<file path="src/rtl/uart_tx_arbiter.sv">
`default_nettype none
// ============================================================================
// Module   : uart_tx_arbiter
// Purpose  : Shares one UART transmit line between two byte requesters
//            (0 = CPU console, 1 = debug/status). Bytes are sent as 8N1 at a
//            fixed baud divisor. Between frames the requesters are served
//            round-robin; a line lock keeps one requester's text line
//            contiguous until it sends EOL_CHAR or stays idle for
//            LOCK_TIMEOUT cycles.
// Ports    : CLK, RST_N            - clock, asynchronous active-low reset
//            reqN_valid/data/ready - byte handshake for requester N (0,1)
//            uart_tx               - registered serial line, idle high
//            busy                  - frame in progress
//            owner                 - requester granted or holding the lock
//            locked                - line lock held by owner
// Revision : 1.0 - initial release
// ============================================================================
module uart_tx_arbiter #(
    parameter int          BAUD_DIV     = 868,
    parameter logic [7:0]  EOL_CHAR     = 8'h0A,
    parameter int          LOCK_TIMEOUT = 65535
) (
    input  logic       CLK,
    input  logic       RST_N,
    input  logic       req0_valid,
    input  logic [7:0] req0_data,
    output logic       req0_ready,
    input  logic       req1_valid,
    input  logic [7:0] req1_data,
    output logic       req1_ready,
    output logic       uart_tx,
    output logic       busy,
    output logic       owner,
    output logic       locked
);

    localparam int BW = (BAUD_DIV > 1) ? $clog2(BAUD_DIV) : 1;
    localparam int TW = (LOCK_TIMEOUT > 1) ? $clog2(LOCK_TIMEOUT + 1) : 1;

    localparam logic [BW-1:0] C_BAUD_LAST = BW'(BAUD_DIV - 1);
    localparam logic [BW-1:0] C_BAUD_ONE  = BW'(1);
    localparam logic [TW-1:0] C_TO_LAST   = TW'(LOCK_TIMEOUT - 1);
    localparam logic [TW-1:0] C_TO_ONE    = TW'(1);

    typedef enum logic [1:0] {
        S_IDLE  = 2'd0,
        S_START = 2'd1,
        S_DATA  = 2'd2,
        S_STOP  = 2'd3
    } state_t;

    state_t          state_q;
    logic [7:0]      shift_q;
    logic [BW-1:0]   baud_q;
    logic [2:0]      idx_q;
    logic [TW-1:0]   to_cnt_q;
    logic            tx_q;
    logic            busy_q;
    logic            owner_q;
    logic            locked_q;
    logic            last_q;

    logic            w_idle;
    logic            w_sel;
    logic            w_accept;
    logic [7:0]      w_data;
    logic            w_owner_valid;

    assign w_idle = (state_q == S_IDLE);

    // Grant selection: the lock pins the owner; otherwise a lone requester
    // wins, and a tie goes to the requester not served last.
    always_comb begin
        w_sel = ~last_q;
        if (locked_q) begin
            w_sel = owner_q;
        end else if (req0_valid && !req1_valid) begin
            w_sel = 1'b0;
        end else if (req1_valid && !req0_valid) begin
            w_sel = 1'b1;
        end
    end

    assign req0_ready    = w_idle && req0_valid && !w_sel;
    assign req1_ready    = w_idle && req1_valid &&  w_sel;
    assign w_accept      = req0_ready || req1_ready;
    assign w_data        = w_sel ? req1_data : req0_data;
    assign w_owner_valid = owner_q ? req1_valid : req0_valid;

    always_ff @(posedge CLK or negedge RST_N) begin
        if (!RST_N) begin
            state_q  <= S_IDLE;
            shift_q  <= '0;
            baud_q   <= '0;
            idx_q    <= '0;
            to_cnt_q <= '0;
            tx_q     <= 1'b1;
            busy_q   <= 1'b0;
            owner_q  <= 1'b0;
            locked_q <= 1'b0;
            last_q   <= 1'b1;
        end else begin
            case (state_q)
                S_IDLE: begin
                    if (w_accept) begin
                        state_q  <= S_START;
                        shift_q  <= w_data;
                        tx_q     <= 1'b0;
                        busy_q   <= 1'b1;
                        baud_q   <= C_BAUD_LAST;
                        owner_q  <= w_sel;
                        last_q   <= w_sel;
                        locked_q <= (w_data != EOL_CHAR);
                        to_cnt_q <= '0;
                    end else if (locked_q && !w_owner_valid) begin
                        // Owner idle while holding the line: drop the lock
                        // once LOCK_TIMEOUT such cycles have accumulated.
                        if (to_cnt_q == C_TO_LAST) begin
                            locked_q <= 1'b0;
                            to_cnt_q <= '0;
                        end else begin
                            to_cnt_q <= to_cnt_q + C_TO_ONE;
                        end
                    end
                end

                S_START: begin
                    if (baud_q == '0) begin
                        state_q <= S_DATA;
                        tx_q    <= shift_q[0];
                        shift_q <= {1'b0, shift_q[7:1]};
                        idx_q   <= 3'd0;
                        baud_q  <= C_BAUD_LAST;
                    end else begin
                        baud_q <= baud_q - C_BAUD_ONE;
                    end
                end

                S_DATA: begin
                    if (baud_q == '0) begin
                        baud_q <= C_BAUD_LAST;
                        if (idx_q == 3'd7) begin
                            state_q <= S_STOP;
                            tx_q    <= 1'b1;
                        end else begin
                            idx_q   <= idx_q + 3'd1;
                            tx_q    <= shift_q[0];
                            shift_q <= {1'b0, shift_q[7:1]};
                        end
                    end else begin
                        baud_q <= baud_q - C_BAUD_ONE;
                    end
                end

                S_STOP: begin
                    if (baud_q == '0) begin
                        state_q <= S_IDLE;
                        busy_q  <= 1'b0;
                    end else begin
                        baud_q <= baud_q - C_BAUD_ONE;
                    end
                end

                default: begin
                    state_q <= S_IDLE;
                end
            endcase
        end
    end

    assign uart_tx = tx_q;
    assign busy    = busy_q;
    assign owner   = owner_q;
    assign locked  = locked_q;

endmodule
`default_nettype wire

</file>
<file path="config.mk">
export PLATFORM = sky130hd
export DESIGN_NAME = uart_tx_arbiter
export DESIGN_NICKNAME = d
export VERILOG_FILES = /design/src/rtl/uart_tx_arbiter.sv
export SDC_FILE = /design/constraint.sdc
export NUM_CORES = 1
export LEC_CHECK = 0
export ABC_AREA = 1
export CAP_MARGIN = 20
export CORE_MARGIN = 8
export CORE_UTILIZATION = 58
export CTS_CLUSTER_SIZE = 30
export DETAILED_ROUTE_END_ITERATION = 12
export PLACE_DENSITY = 0.77
export SLEW_MARGIN = 40
export SYNTH_ARGS = -nofsm -noshare
export SYNTH_HDL_FRONTEND = slang
export SYNTH_SLANG_ARGS = --single-unit
</file>
<file path="constraint.sdc">
create_clock -name CLK -period 2.4 [get_ports CLK]
set_input_delay 0.36 -clock CLK [delete_from_list [all_inputs] [get_ports CLK]]
set_output_delay 0.36 -clock CLK [all_outputs]
set_load 0.02 [all_outputs]
</file>
== Word-level counts from Yosys, hierarchy flattened ==
Index checks and enable logic that the tools add are counted.
Cells by class
  eq/ne operators: 13
  bitwise operators: 1
  multiplexer cells: 38
  reduce and logical (&&, ||, !) cells: 29
  add/sub/neg operators: 3
Operators with widths (count)
  2-to-1 mux 16 bit: 3
  2-to-1 mux 8 bit: 5
  2-to-1 mux 10 bit: 3
  case mux 10 bit (3 select lines): 1
  case mux 8 bit (3 select lines): 1
  adder 16 x 1 -> 16 bit, second input constant: 1
  == test 16 bit, second input constant: 1
  2-to-1 mux 1 bit: 13
  inequality test 2 bit, second input constant: 6
  zero test 10 bit: 1
  2-to-1 mux 2 bit: 5
  AND reduction 5 bit: 2
  subtractor 10 x 1 -> 10 bit, second input constant: 1
  2-to-1 mux 3 bit: 3
  inequality test 8 x 4 -> 1 bit, second input constant: 1
  case mux 2 bit (4 select lines): 1
  AND reduction 4 bit: 2
  nonzero test 2 bit: 4
  logical AND 1 bit: 7
  case mux 3 bit (2 select lines): 1
  AND reduction 2 bit: 3
  AND reduction 3 bit: 2
  == test 2 bit, second input constant: 2
  zero test 1 bit: 4
  11 further kinds: 11
Storage, ports and cells
  bits in registers: 44
  input bits: 20
  output and inout bits: 6
  word-level logic and storage cells: 94

== Depth between registers and ports, before layout ==
Gate-level depths: netlist of the first run.
  depth in word-level cells: 10
  depth in mapped cells: 11
  mapped depth without buffers: 11

== Worst setup path before layout of the first run ==
OpenSTA, ideal clock, no wires.
  path type: register to register
  from: register state_q[0]
  to: register baud_q[0]
  path buffers: 2
  library setup time: 0.124 ns
  setup slack: 0.740 ns
  stages on the path, launching flop included: 11
  clock period less this slack: 1.660 ns
  data required time: 2.276 ns
  arrival: 1.536 ns
  cells stage by stage: dfrtp_1 inv_1 ha_1 buf_2 nand2_1 nand3b_2 nand3_2 nand2_4 buf_6 nand2_1 o21ai_2
Between the ends
  longest elaborated chain between the ends: 6
  elaborated cells between the ends (all ways): 14
  those cells by class: 5 x eq/ne; 1 x mux; 8 x reduce/logical
Ends and longest elaborated chain
  start, declared: RTL line 52  | state_t state_q;
  start signal, assigned: RTL line 92  | state_q <= S_IDLE;
  start signal, assigned: RTL line 106  | state_q <= S_START;
  start signal, assigned: RTL line 129  | state_q <= S_DATA;
  zero test 2 bit: RTL line 69, 103
  logical AND 1 bit, on equally long branches (2 in a row): RTL line 84, 85
  logical OR 1 bit: RTL line 86  | assign w_accept = req0_ready || req1_ready;
  inequality test 2 x 1 -> 1 bit (no source line)
  AND reduction 2 bit (no source line)
  end signal, assigned: RTL line 135  | baud_q <= baud_q - C_BAUD_ONE;
  end signal, assigned: RTL line 151  | baud_q <= baud_q - C_BAUD_ONE;
  end signal, assigned: RTL line 160  | baud_q <= baud_q - C_BAUD_ONE;
  end, declared: RTL line 54  | logic [BW-1:0] baud_q;
Several ways; a longest one is shown, not always the timed one.
A chain may end at the register's enable or synchronous reset.

== Worst setup path after layout of the first run ==
  from: register state_q[0]
  to: register to_cnt_q[11]
Between the ends
  longest elaborated chain between the ends: 6
  elaborated cells between the ends (all ways): 9
  those cells by class: 1 x mux; 8 x reduce/logical
Ends and longest elaborated chain
  zero test 2 bit *: RTL line 69, 103
  logical AND 1 bit, on equally long branches (2 in a row): RTL line 84, 85
  logical OR 1 bit: RTL line 86
  nonzero test 2 bit (no source line)
  AND reduction 2 bit (no source line)
  end signal, assigned: RTL line 122  | to_cnt_q <= to_cnt_q + C_TO_ONE;
  end, declared: RTL line 56  | logic [TW-1:0] to_cnt_q;
Every way passes the cells marked *; elsewhere a longest branch is shown, timed or not.

==> results of run 1 <==
[synth_stat cells]
| master | instances | area share |
|---|---|---|
| mux2i_1 | 2 | 0.0066 |
| buf_6 | 3 | 0.011 |
| nor3_1 | 10 | 0.016 |
| o21ai_1 | 5 | 0.0082 |
| xor2_1 | 14 | 0.040 |
| nand4_1 | 8 | 0.016 |
| inv_4 | 1 | 0.0021 |
| nor2_2 | 1 | 0.0021 |
| buf_8 | 1 | 0.0049 |
| nand2_2 | 4 | 0.0082 |
| nand3b_1 | 6 | 0.015 |
| buf_2 | 1 | 0.0016 |
| a21boi_0 | 1 | 0.0025 |
| buf_1 | 1 | 0.0012 |
| nand3_2 | 2 | 0.0066 |
| dfrtp_1 | 42 | 0.35 |
| nor2_1 | 38 | 0.047 |
| nand2_4 | 3 | 0.011 |
| clkinv_1 | 3 | 0.0037 |
| a21oi_1 | 3 | 0.0049 |
| ha_1 | 10 | 0.041 |
| nor2_4 | 1 | 0.0037 |
| o21ai_0 | 20 | 0.033 |
| nand3b_2 | 1 | 0.0037 |
| inv_2 | 2 | 0.0025 |
| dfstp_2 | 2 | 0.017 |
| a22o_1 | 2 | 0.0058 |
| o211ai_1 | 3 | 0.0074 |
| o21ai_2 | 7 | 0.020 |
| xnor2_1 | 2 | 0.0058 |
| inv_1 | 44 | 0.054 |
| o21bai_1 | 1 | 0.0025 |
| clkbuf_1 | 3 | 0.0037 |
| and3_1 | 1 | 0.0021 |
| nand3_1 | 42 | 0.069 |
| nand2_1 | 140 | 0.17 |
[worst min path at each step]
| stage | to | slack, ps | startpoint | depth (start not counted) |
|---|---|---|---|---|
| global route | shift_q[7]$_DFFE_PN0P_ | 50 | RST_N | 2 |
| CTS | shift_q[7]$_DFFE_PN0P_ | 40 | RST_N | 2 |
| detailed placement | shift_q[7]$_DFFE_PN0P_ | 360 | RST_N | 2 |
| floorplan | baud_q[0]$_DFFE_PN0P_ | 60 | RST_N | 0 |
| global placement | shift_q[7]$_DFFE_PN0P_ | 360 | RST_N | 2 |
| finish | shift_q[7]$_DFFE_PN0P_ | 20 | RST_N | 2 |
[critical path: stages (launching register included)]
cell,delay (ps)
dfrtp_1,410
inv_1,80
ha_1,240
buf_4,180
nand4_1,110
inv_1,260
nor2_4,400
inv_2,110
o21ai_0,180
[registers in the layout, indices dropped and copies added, names as in the netlist]
signal / cells
locked: 1
last_q: 1
shift_q: 8
state_q: 2
owner: 1
to_cnt_q: 16
uart_tx: 1
idx_q: 3
busy: 1
baud_q: 10
[metal layers]
layer  vias up  routed length (microns)  part of all wire
li1       1438                        -                 -
met1      1290                     3350              0.48
met2       102                     3100              0.45
met3        13                      384             0.055
met4         0                      120             0.017
met5         -                        0                 0
[final cells by class]
type,count,area (sq um)
flip-flops and latches,44,1100
well taps,70,87.6
fillers,452,1580
inverters,50,190
clock inverters,2,35.0
multi-input cells,327,1680
clock buffers,6,72.6
repair buffers,33,323
[power by group]
part           switching, mW  leakage (nW)  internal, mW
combinational           1.59          1.18         0.840
clock                  0.261        0.0552         0.309
sequential             0.193         0.569         0.991
total                   2.05          1.80          2.14
[cells by family after synthesis]
family / after synthesis / synth area share
xor+xnor: 16 / 0.0461
mux: 2 / 0.00658
compound gates: 42 / 0.0843
buf+inv: 59 / 0.0851
simple gates: 257 / 0.374
flops: 44 / 0.363
fa+ha+maj: 10 / 0.0411
[stage by stage]
stage	instance area [sq um]	setup WS, ps	utilization	hold slack, ps	power [mW]
after floorplan	3040	740	-	64.4	3.05
after global placement	3380	81.0	0.666	356	3.53
after detailed placement	3380	64.1	0.666	360	3.61
after CTS	3490	51.9	0.687	36.5	4.20
after global routing	3490	164	0.688	48.5	4.59
final	3490	340	0.688	21.3	4.19
[repair_timing]
action	CTS	global route
endpoints found under the setup margin	0	2
setup buffers	0	0
hold buffers	0	0
resized for setup	0	2
==> reports/qor.txt, run 1 <==
Status: completed
Critical path launch point: state_q[0]$_DFFE_PN0P_
Congestion Overflow GR: 0
Synth Cell Area: 3040 sq um
H-tree levels: 2
Global Route Usage Sum: 0.194
Max FO, Critical Path: 15
Reg2reg end: to_cnt_q[11]$_DFFE_PN0P_
Post-Syn Instances: 430
RD Place Congestion: 0.937
Yosys warnings: 0
DR pass1 iterations: 5
Post-Route WL: 6.95 mm
Distinct cells, synth: 36
Fmax: 485 MHz
Clk sinks: 44
Max IR drop VDD: 671 uV
Max-cap violations: 0
Clk pin slew, worst setup/hold paths: 90 ps
Antenna violations before repair: 0
Port Buf Inserts: 25
# diodes: 0
Slack of the worst reg-to-reg path: 340 ps
Crit. End Element: flip-flop
Starting Density: 0.599
Die Height: 88.4 microns
Final Hold Vio Count: 0
Avg WL per Cell: 13.1 microns
Area growth syn-to-layout: 14.8%
HP Class: primary input to async pin
Row count: 26
Endpoints failing setup: 0
Clk_lat worst skew: 300 ps
Met3 Track Usage GR: 0.0409
Post-synthesis sequential area ratio: 0.363
Core Box Area: 5070 sq um
Iter 0 DRT Violations: 170
Commonest non-fill, non-tap cell in the layout: nand2_1
WP data required: 2610 ps
Routed Antenna Nets: 0
Lkg Pwr: 1.80 nW
CP endpoint: to_cnt_q[11]$_DFFE_PN0P_
# IOs: 26
Crit path DAT: 2270 ps
Met1 usage: 0.257
CTS Buffer Depth: 2
Slew margin rel.: 0.636
DRC Markers: 0
CP Launch Type: flip-flop
Count of pins over their slew limit: 0
Most frequent cells in the layout: nand2_1, inv_1, nand3_1, dfrtp_1, nor2_1
FF-to-FF Start: state_q[0]$_DFFE_PN0P_
Final std cells w/o fill: 532
Placed cell count: 524
Die Wd: 88.4 microns
Final period util: 0.858
CTS tree: done
DR vias: 2843
Layout Nets: 491
Die area: 7820 sq um
R2r worst-path depth: 8
Clk root buf: clkbuf_8
Syn_nets: 460
Worst-margin pin slew: 545 ps
Minimum clock period after layout: 2060 ps
Cts bufs inserted: 5
Average size of a mapped cell: 7.07 sq um
Critical path class: flip-flop to flip-flop
Vias in the first global route: 2773
Met2 GRT Util: 0.304
Layout cell share with drive strength beyond 1: 0.0866
Pwr dens: 1200 nW/um^2
RSZ-0062 raised after global routing: false
Setup Skew: 5.77 ps
First-pass GRT wire length: 12.3 mm
Largest net degree at the start of global routing: 45
Vias per Instance: 5.34
HPWL after DPL: 5.18 mm
Flop and latch count out of synthesis: 44
Global route hottest layer: met2
Total negative setup slack: 0 ps
(Power assumes the default switching activity.)
==> run 2: changes to the inputs <==
--- a/config.mk
+++ b/config.mk
@@ -5,7 +5,6 @@
 export SDC_FILE = /design/constraint.sdc
 export NUM_CORES = 1
 export LEC_CHECK = 0
-export ABC_AREA = 1
 export CAP_MARGIN = 20
 export CORE_MARGIN = 8
 export CORE_UTILIZATION = 58
==> reports/qor.txt, run 2 <==
Most frequent cells in the layout: dfrtp_1, nor2_1, nand2_1 (was nand2_1, inv_1, nand3_1, dfrtp_1, nor2_1)
Slew margin rel.: 0.618 (was 0.636)
Critical path class: primary input to output port (was flip-flop to flip-flop)
Post-DP Area: 3210 sq um (was 3380 sq um)
Average size of a mapped cell: 9.17 sq um (was 7.07 sq um)
Synth Cell Area: 2830 sq um (was 3040 sq um)
Final period util: 0.943 (was 0.858)
Max IR drop VDD: 307 uV (was 671 uV)
Largest area contributor in the netlist: dfrtp_1 (unchanged)
DR pass1 iterations: 4 (was 5)
Antenna violations before repair: 0 (unchanged)
Syn_nets: 338 (was 460)
Max FO, Critical Path: 2 (was 15)
H-tree levels: 2 (unchanged)
Crit path largest cell delay: 500 ps (was 410 ps)
Die Height: 85.8 microns (was 88.4 microns)
Endpoints failing setup: 0 (unchanged)
RSZ-0062 raised after global routing: false (unchanged)
Setup WS pre-CTS: -137 ps (was 64.1 ps)
Setup ws final: 138 ps (was 340 ps)
# IOs: 26 (unchanged)
Largest net degree at the start of global routing: 24 (was 45)
Iter 0 DRT Violations: 220 (was 170)
CTS tree: done (unchanged)
Placed cell count: 404 (was 524)
Distinct cells, synth: 55 (was 36)
Synth Flop Type: dfrtp_1 (unchanged)
Post-Syn Instances: 308 (was 430)
Crit. End Element: output port (was flip-flop)
Async set-reset flop share out of synthesis: 1.00 (unchanged)
Lkg Pwr: 1.45 nW (was 1.80 nW)
Slowest CP cell: clkdlybuf4s50_1 (was dfrtp_1)
DR vias: 2369 (was 2843)
Most frequent cell after synthesis: dfrtp_1 (was nand2_1)
Fmax: 442 MHz (was 485 MHz)
Fin area: 3330 sq um (was 3490 sq um)
Biggest register: to_cnt_q (unchanged)
CP Launch Type: primary input (was flip-flop)
Comb power frac: 0.055 (was 0.581)
Starting Density: 0.598 (was 0.599)
Crit path DAT: 1900 ps (was 2270 ps)
Vias in the first global route: 2301 (was 2773)
Setup bufs post-CTS: 0 (unchanged)
Top Registers: to_cnt_q (16), baud_q (10), shift_q (8) (unchanged)
Cts bufs inserted: 5 (unchanged)
Setup Skew: 3.03 ps (was 5.77 ps)
Commonest cells post-synth: dfrtp_1, nor2_1, nand2_1 (was nand2_1, inv_1, dfrtp_1, nand3_1, nor2_1)
CP cell instances: clkdlybuf4s50_1 > inv_2 > maj3_2 > mux2i_2 > and3_1 > dlygate4sd2_1 (was inv_1 > ha_1 > buf_4 > nand4_1 > inv_1 > nor2_4 > inv_2 > o21ai_0)
Area growth syn-to-layout: 17.8% (was 14.8%)
Sw Share: 0.213 (was 0.489)
Clk root buf: clkbuf_8 (unchanged)
DRC Markers: 0 (unchanged)
Final hold slack: 493 ps (was 21.3 ps)
Post-synthesis sequential area ratio: 0.391 (was 0.363)
Final std cells w/o fill: 413 (was 532)
Largest register FFs: 16 (unchanged)
Post-Route WL: 6.11 mm (was 6.95 mm)
Count of pins over their slew limit: 0 (unchanged)
Vias per Instance: 5.74 (was 5.34)
Final Hold Vio Count: 0 (unchanged)
Pwr dens: 416 nW/um^2 (was 1200 nW/um^2)
Switching power: 0.295 mW (was 2.05 mW)
Die area: 7360 sq um (was 7820 sq um)
Die Wd: 85.8 microns (was 88.4 microns)
Minimum clock period after layout: 2260 ps (was 2060 ps)
Congestion Overflow GR: 0 (unchanged)
Worst-margin pin slew: 569 ps (was 545 ps)
Clk pin slew, worst setup/hold paths: 80 ps (was 90 ps)
Number of synthesized flops with an enable pin: 0 (unchanged)
HPWL after DPL: 4.63 mm (was 5.18 mm)
Core Box Area: 4720 sq um (was 5070 sq um)
Yosys top cell area share: 0.372 (was 0.346)
Total negative setup slack: 0 ps (unchanged)
Routed Antenna Nets: 0 (unchanged)
Yosys warnings: 0 (unchanged)
Layout cell share with drive strength beyond 1: 0.147 (was 0.0866)
Global Route Usage Sum: 0.178 (was 0.194)
WP data required: 2040 ps (was 2610 ps)
FF-to-FF Start: state_q[0]$_DFFE_PN0P_ (unchanged)
Clk_lat worst skew: 300 ps (about the same)
First-pass GRT wire length: 10.7 mm (was 12.3 mm)
Port Buf Inserts: 25 (unchanged)
Clk sinks: 44 (unchanged)
Flop and latch count out of synthesis: 44 (unchanged)
Cell-internal power: 1.09 mW (was 2.14 mW)
Critical path launch point: req1_valid (was state_q[0]$_DFFE_PN0P_)
Max-cap violations: 0 (unchanged)
Clock power frac: 0.411 (was 0.136)
CTS Buffer Depth: 2 (unchanged)
Worst hold start: shift_q[7]$_DFFE_PN0P_
Avg WL per Cell: 14.8 microns (was 13.1 microns)
Layout Nets: 375 (was 491)
Synth top area cells: dfrtp_1, a21oi_1, ha_1 (was dfrtp_1, nand2_1, nand3_1)
# diodes: 0 (unchanged)
Row count: 25 (was 26)
Power share of the sequential group: 0.535 (was 0.283)
Commonest non-fill, non-tap cell in the layout: dfrtp_1 (was nand2_1)
Status: completed (unchanged)
RD Place Congestion: 0.809 (was 0.937)
HP Class: flip-flop to flip-flop (was primary input to async pin)
## run 2: cell types whose count changed in the layout (fill, tap and decap cells not counted), sizes merged, moves of 9 or more
cell,delta
o21ai,-12
mux2i,+9
xor2,-10
a21o,+9
inv,-29
nand2,-120
nand3,-28
a21oi,+24
## run 2: kinds of logic after synthesis
family / Yosys count / share of synthesized area
AND/OR/NAND/NOR: 120 / 0.237
AO/OA/AOI/OAI: 86 / 0.214
flip-flops: 44 / 0.391
buffers and inverters: 30 / 0.0465
multiplexers: 13 / 0.0509
adder cells (fa/ha/maj): 11 / 0.0483
XOR/XNOR: 4 / 0.0124
## run 2: final timing paths
check,end,slack (ps),depth (start not counted)
worst max-delay path,req1_ready,140,6
worst min-delay path,shift_q[7]$_DFFE_PN0P_,490,2
worst max register to register,to_cnt_q[14]$_DFFE_PN0P_,290,8
worst min register to register,shift_q[7]$_DFFE_PN0P_,490,2
max in group asynchronous,last_q$_DFFE_PN1P_,1260,3
min in group asynchronous,shift_q[5]$_DFFE_PN0P_,530,2
## run 2: what timing repair did
item                                    in CTS  in global routing
endpoints found under the setup margin       2                  0
gates resized for setup                      2                  0
endpoints found under the hold margin       16                  0
hold buffers                                 1                  0
## run 2: critical path: cells and delay by family
kind | cells | cell delay (ps)
buffers and inverters | 3 | 890
multiplexers | 1 | 160
AND/OR/NAND/NOR | 1 | 200
adder cells (fa/ha/maj) | 1 | 300
## run 2: metrics by stage
| stage | util | power [mW] |
|---|---|---|
| floorplan | - | 0.772 |
| CTS | 0.705 | 1.40 |
| detailed placement | 0.680 | 0.831 |
| finish | 0.705 | 1.39 |
| global placement | 0.680 | 0.830 |
| global route | 0.705 | 1.44 |
## run 2: power by group through the flow
stage | sequential, mW | combinational [mW] | clock (mW)
final | 0.741 | 0.0757 | 0.569
after global routing | 0.741 | 0.0837 | 0.614
after CTS | 0.741 | 0.0770 | 0.586
after detailed placement | 0.755 | 0.0755 | 0
after global placement | 0.755 | 0.0747 | 0
after floorplan | 0.756 | 0.0161 | 0
## run 2: area by class of cell
cell class	instances	area (sq um)
inverters	18	67.6
well taps	67	83.8
fillers	370	1390
flip-flops and latches	44	1100
multi-input cells	234	1590
repair buffers	42	373
clock inverters	3	42.5
clock buffers	5	68.8
## run 2: layer usage
metal | GRT usage | up-vias | routed length [microns]
li1 | - | 1198 | -
met1 | 0.225 | 1123 | 2810
met2 | 0.304 | 43 | 3090
met3 | 0.0315 | 5 | 169
met4 | 0.0478 | 0 | 48
met5 | 0 | - | 0
==> run 3: changes to the inputs <==
--- a/config.mk
+++ b/config.mk
@@ -11,6 +11,7 @@
 export CTS_CLUSTER_SIZE = 30
 export DETAILED_ROUTE_END_ITERATION = 12
 export PLACE_DENSITY = 0.77
+export RECOVER_POWER = 100
 export SLEW_MARGIN = 40
 export SYNTH_ARGS = -nofsm -noshare
 export SYNTH_HDL_FRONTEND = slang
==> reports/qor.txt, run 3 (same netlist as run 2, synthesis figures left out) <==
Status: completed (unchanged)
# diodes: 0 (unchanged)
Comb power frac: 0.053 (was 0.055)
Count of pins over their slew limit: 0 (unchanged)
Pwr dens: 422 nW/um^2 (was 416 nW/um^2)
Clk pin slew, worst setup/hold paths: 80 ps (about the same)
WP buf/inv: 3 (unchanged)
Core Box Area: 4720 sq um (unchanged)
Die area: 7360 sq um (unchanged)
Critical path class: primary input to output port (unchanged)
Iter 0 DRT Violations: 237 (was 220)
Avg WL per Cell: 14.9 microns (was 14.8 microns)
CTS Buffer Depth: 2 (unchanged)
Area growth syn-to-layout: 16.1% (was 17.8%)
Max-cap violations: 0 (unchanged)
Switching power: 0.296 mW (was 0.295 mW)
Crit path largest cell delay: 500 ps (about the same)
Die Height: 85.8 microns (unchanged)
Fmax: 444 MHz (was 442 MHz)
Clock power frac: 0.412 (was 0.411)
DRC Markers: 0 (unchanged)
Most frequent cells in the layout: dfrtp_1, nor2_1, nand2_1 (unchanged)
RSZ-0062 raised after global routing: false (unchanged)
Cell-internal power: 1.09 mW (about the same)
Final period util: 0.939 (was 0.943)
DR vias: 2382 (was 2369)
DR pass1 iterations: 4 (unchanged)
H-tree levels: 2 (unchanged)
Worst path depth: 6 (unchanged)
Layout cell share with drive strength beyond 1: 0.116 (was 0.147)
Largest net degree at the start of global routing: 24 (unchanged)
Max FO, Critical Path: 2 (unchanged)
Row count: 25 (unchanged)
CP Launch Type: primary input (unchanged)
Setup Skew: 3.76 ps (was 3.03 ps)
Sw Share: 0.214 (was 0.213)
RD Place Congestion: 0.809 (unchanged)
Lkg Pwr: 1.44 nW (was 1.45 nW)
Largest register FFs: 16 (unchanged)
Worst-margin pin slew: 1020 ps (was 569 ps)
Crit. End Element: output port (unchanged)
Endpoints failing setup: 0 (unchanged)
Commonest non-fill, non-tap cell in the layout: dfrtp_1 (unchanged)
HPWL after DPL: 4.63 mm (unchanged)
Total negative setup slack: 0 ps (unchanged)
Layout Nets: 375 (unchanged)
Final Hold Vio Count: 0 (unchanged)
Global Route Usage Sum: 0.178 (unchanged)
Max IR drop VDD: 308 uV (was 307 uV)
Slowest CP cell: clkdlybuf4s50_1 (unchanged)
R2r worst-path depth: 6 (was 8)
Final std cells w/o fill: 413 (unchanged)
Die Wd: 85.8 microns (unchanged)
Placed cell count: 404 (unchanged)
Congestion Overflow GR: 0 (unchanged)
CTS tree: done (unchanged)
Crit path DAT: 1890 ps (was 1900 ps)
Top Registers: to_cnt_q (16), baud_q (10), shift_q (8) (unchanged)
Minimum clock period after layout: 2250 ps (was 2260 ps)
CP cell instances: clkdlybuf4s50_1 > inv_2 > maj3_2 > mux2i_2 > and3_1 > dlygate4sd2_1 (unchanged)
Vias per Instance: 5.77 (was 5.74)
Post-Route WL: 6.14 mm (was 6.11 mm)
Vias in the first global route: 2301 (unchanged)
Worst Hold Depth: 2 (unchanged)
Antenna violations before repair: 0 (unchanged)
WP data required: 2040 ps (about the same)
First-pass GRT wire length: 10.7 mm (unchanged)
Fin area: 3280 sq um (was 3330 sq um)
Clk sinks: 44 (unchanged)
Biggest register: to_cnt_q (unchanged)
# IOs: 26 (unchanged)
Starting Density: 0.598 (unchanged)
Post-DP Area: 3210 sq um (unchanged)
Clk_lat worst skew: 300 ps (about the same)
Port Buf Inserts: 25 (unchanged)
Routed Antenna Nets: 0 (unchanged)
Pwr Total: 1.38 mW (was 1.39 mW)
Slew margin rel.: 0.318 (was 0.618)
CP top delay family: buffers and inverters (unchanged)
Power share of the sequential group: 0.535 (about the same)
Cts bufs inserted: 5 (unchanged)
Clk root buf: clkbuf_8 (unchanged)
HP Class: flip-flop to flip-flop (unchanged)
## run 3: cell count changes in the layout (fill, tap and decap cells not counted), sizes merged
cell | before | now
dlygate4sd3 | 1 | 5
clkdlybuf4s50 | 22 | 18
buf | 17 | 10
clkbuf | 5 | 12
## run 3: metrics by stage
| stage | utilization | worst slack (ps) | hold slack, ps |
|---|---|---|---|
| 6_report | 0.694 | 147 | 491 |
| 5_1_grt | 0.694 | 37.8 | 508 |
| 4_1_cts | 0.705 | 131 | 492 |
| 3_5_place_dp | 0.680 | -137 | 322 |
| 3_3_place_gp | 0.680 | -101 | 320 |
| 2_1_floorplan | - | 497 | 64.4 |
## run 3: cell type report
class / instances / area (sq um)
sequential: 44 / 1100
multi-input combinational: 234 / 1560
tap: 67 / 83.8
clock inverter: 3 / 42.5
inverter: 18 / 67.6
fill: 381 / 1440
clock buffer: 5 / 68.8
timing repair buffer: 42 / 357
## run 3: power groups by stage
stage	clock network, mW	logic (mW)	registers [mW]
global route	0.614	0.0809	0.741
floorplan	0	0.0161	0.756
detailed placement	0	0.0755	0.755
CTS	0.586	0.0770	0.741
finish	0.571	0.0732	0.741
global placement	0	0.0747	0.755
## run 3: worst paths after layout
kind / startpoint / endpoint / slack (ps)
max: req1_valid / req1_ready / 150
min: shift_q[7]$_DFFE_PN0P_ / shift_q[7]$_DFFE_PN0P_ / 490
max reg2reg: state_q[0]$_DFFE_PN0P_ / shift_q[6]$_DFFE_PN0P_ / 210
min reg2reg: shift_q[7]$_DFFE_PN0P_ / shift_q[7]$_DFFE_PN0P_ / 490
max in group asynchronous: RST_N / owner$_DFFE_PN0P_ / 470
min in group asynchronous: RST_N / shift_q[4]$_DFFE_PN0P_ / 750
## run 3: routing by layer
layer	wire length [microns]	track usage
met1	2810	0.225
met3	151	0.0315
met2	3130	0.304
met5	0	0
met4	42	0.0478
## run 3: what timing repair did
item / in CTS / in global routing
endpoints found under the hold margin: 16 / 0
gates resized for setup: 2 / 0
setup endpoints to repair: 2 / 0
hold buffers: 1 / 0
setup buffers: 0 / 0
## run 3: tightest hold or removal path: cells and delay by family, from the launching register on
kind / cells / cell delay, ps
compound gates: 1 / 60
flops: 1 / 350
simple gates: 1 / 60
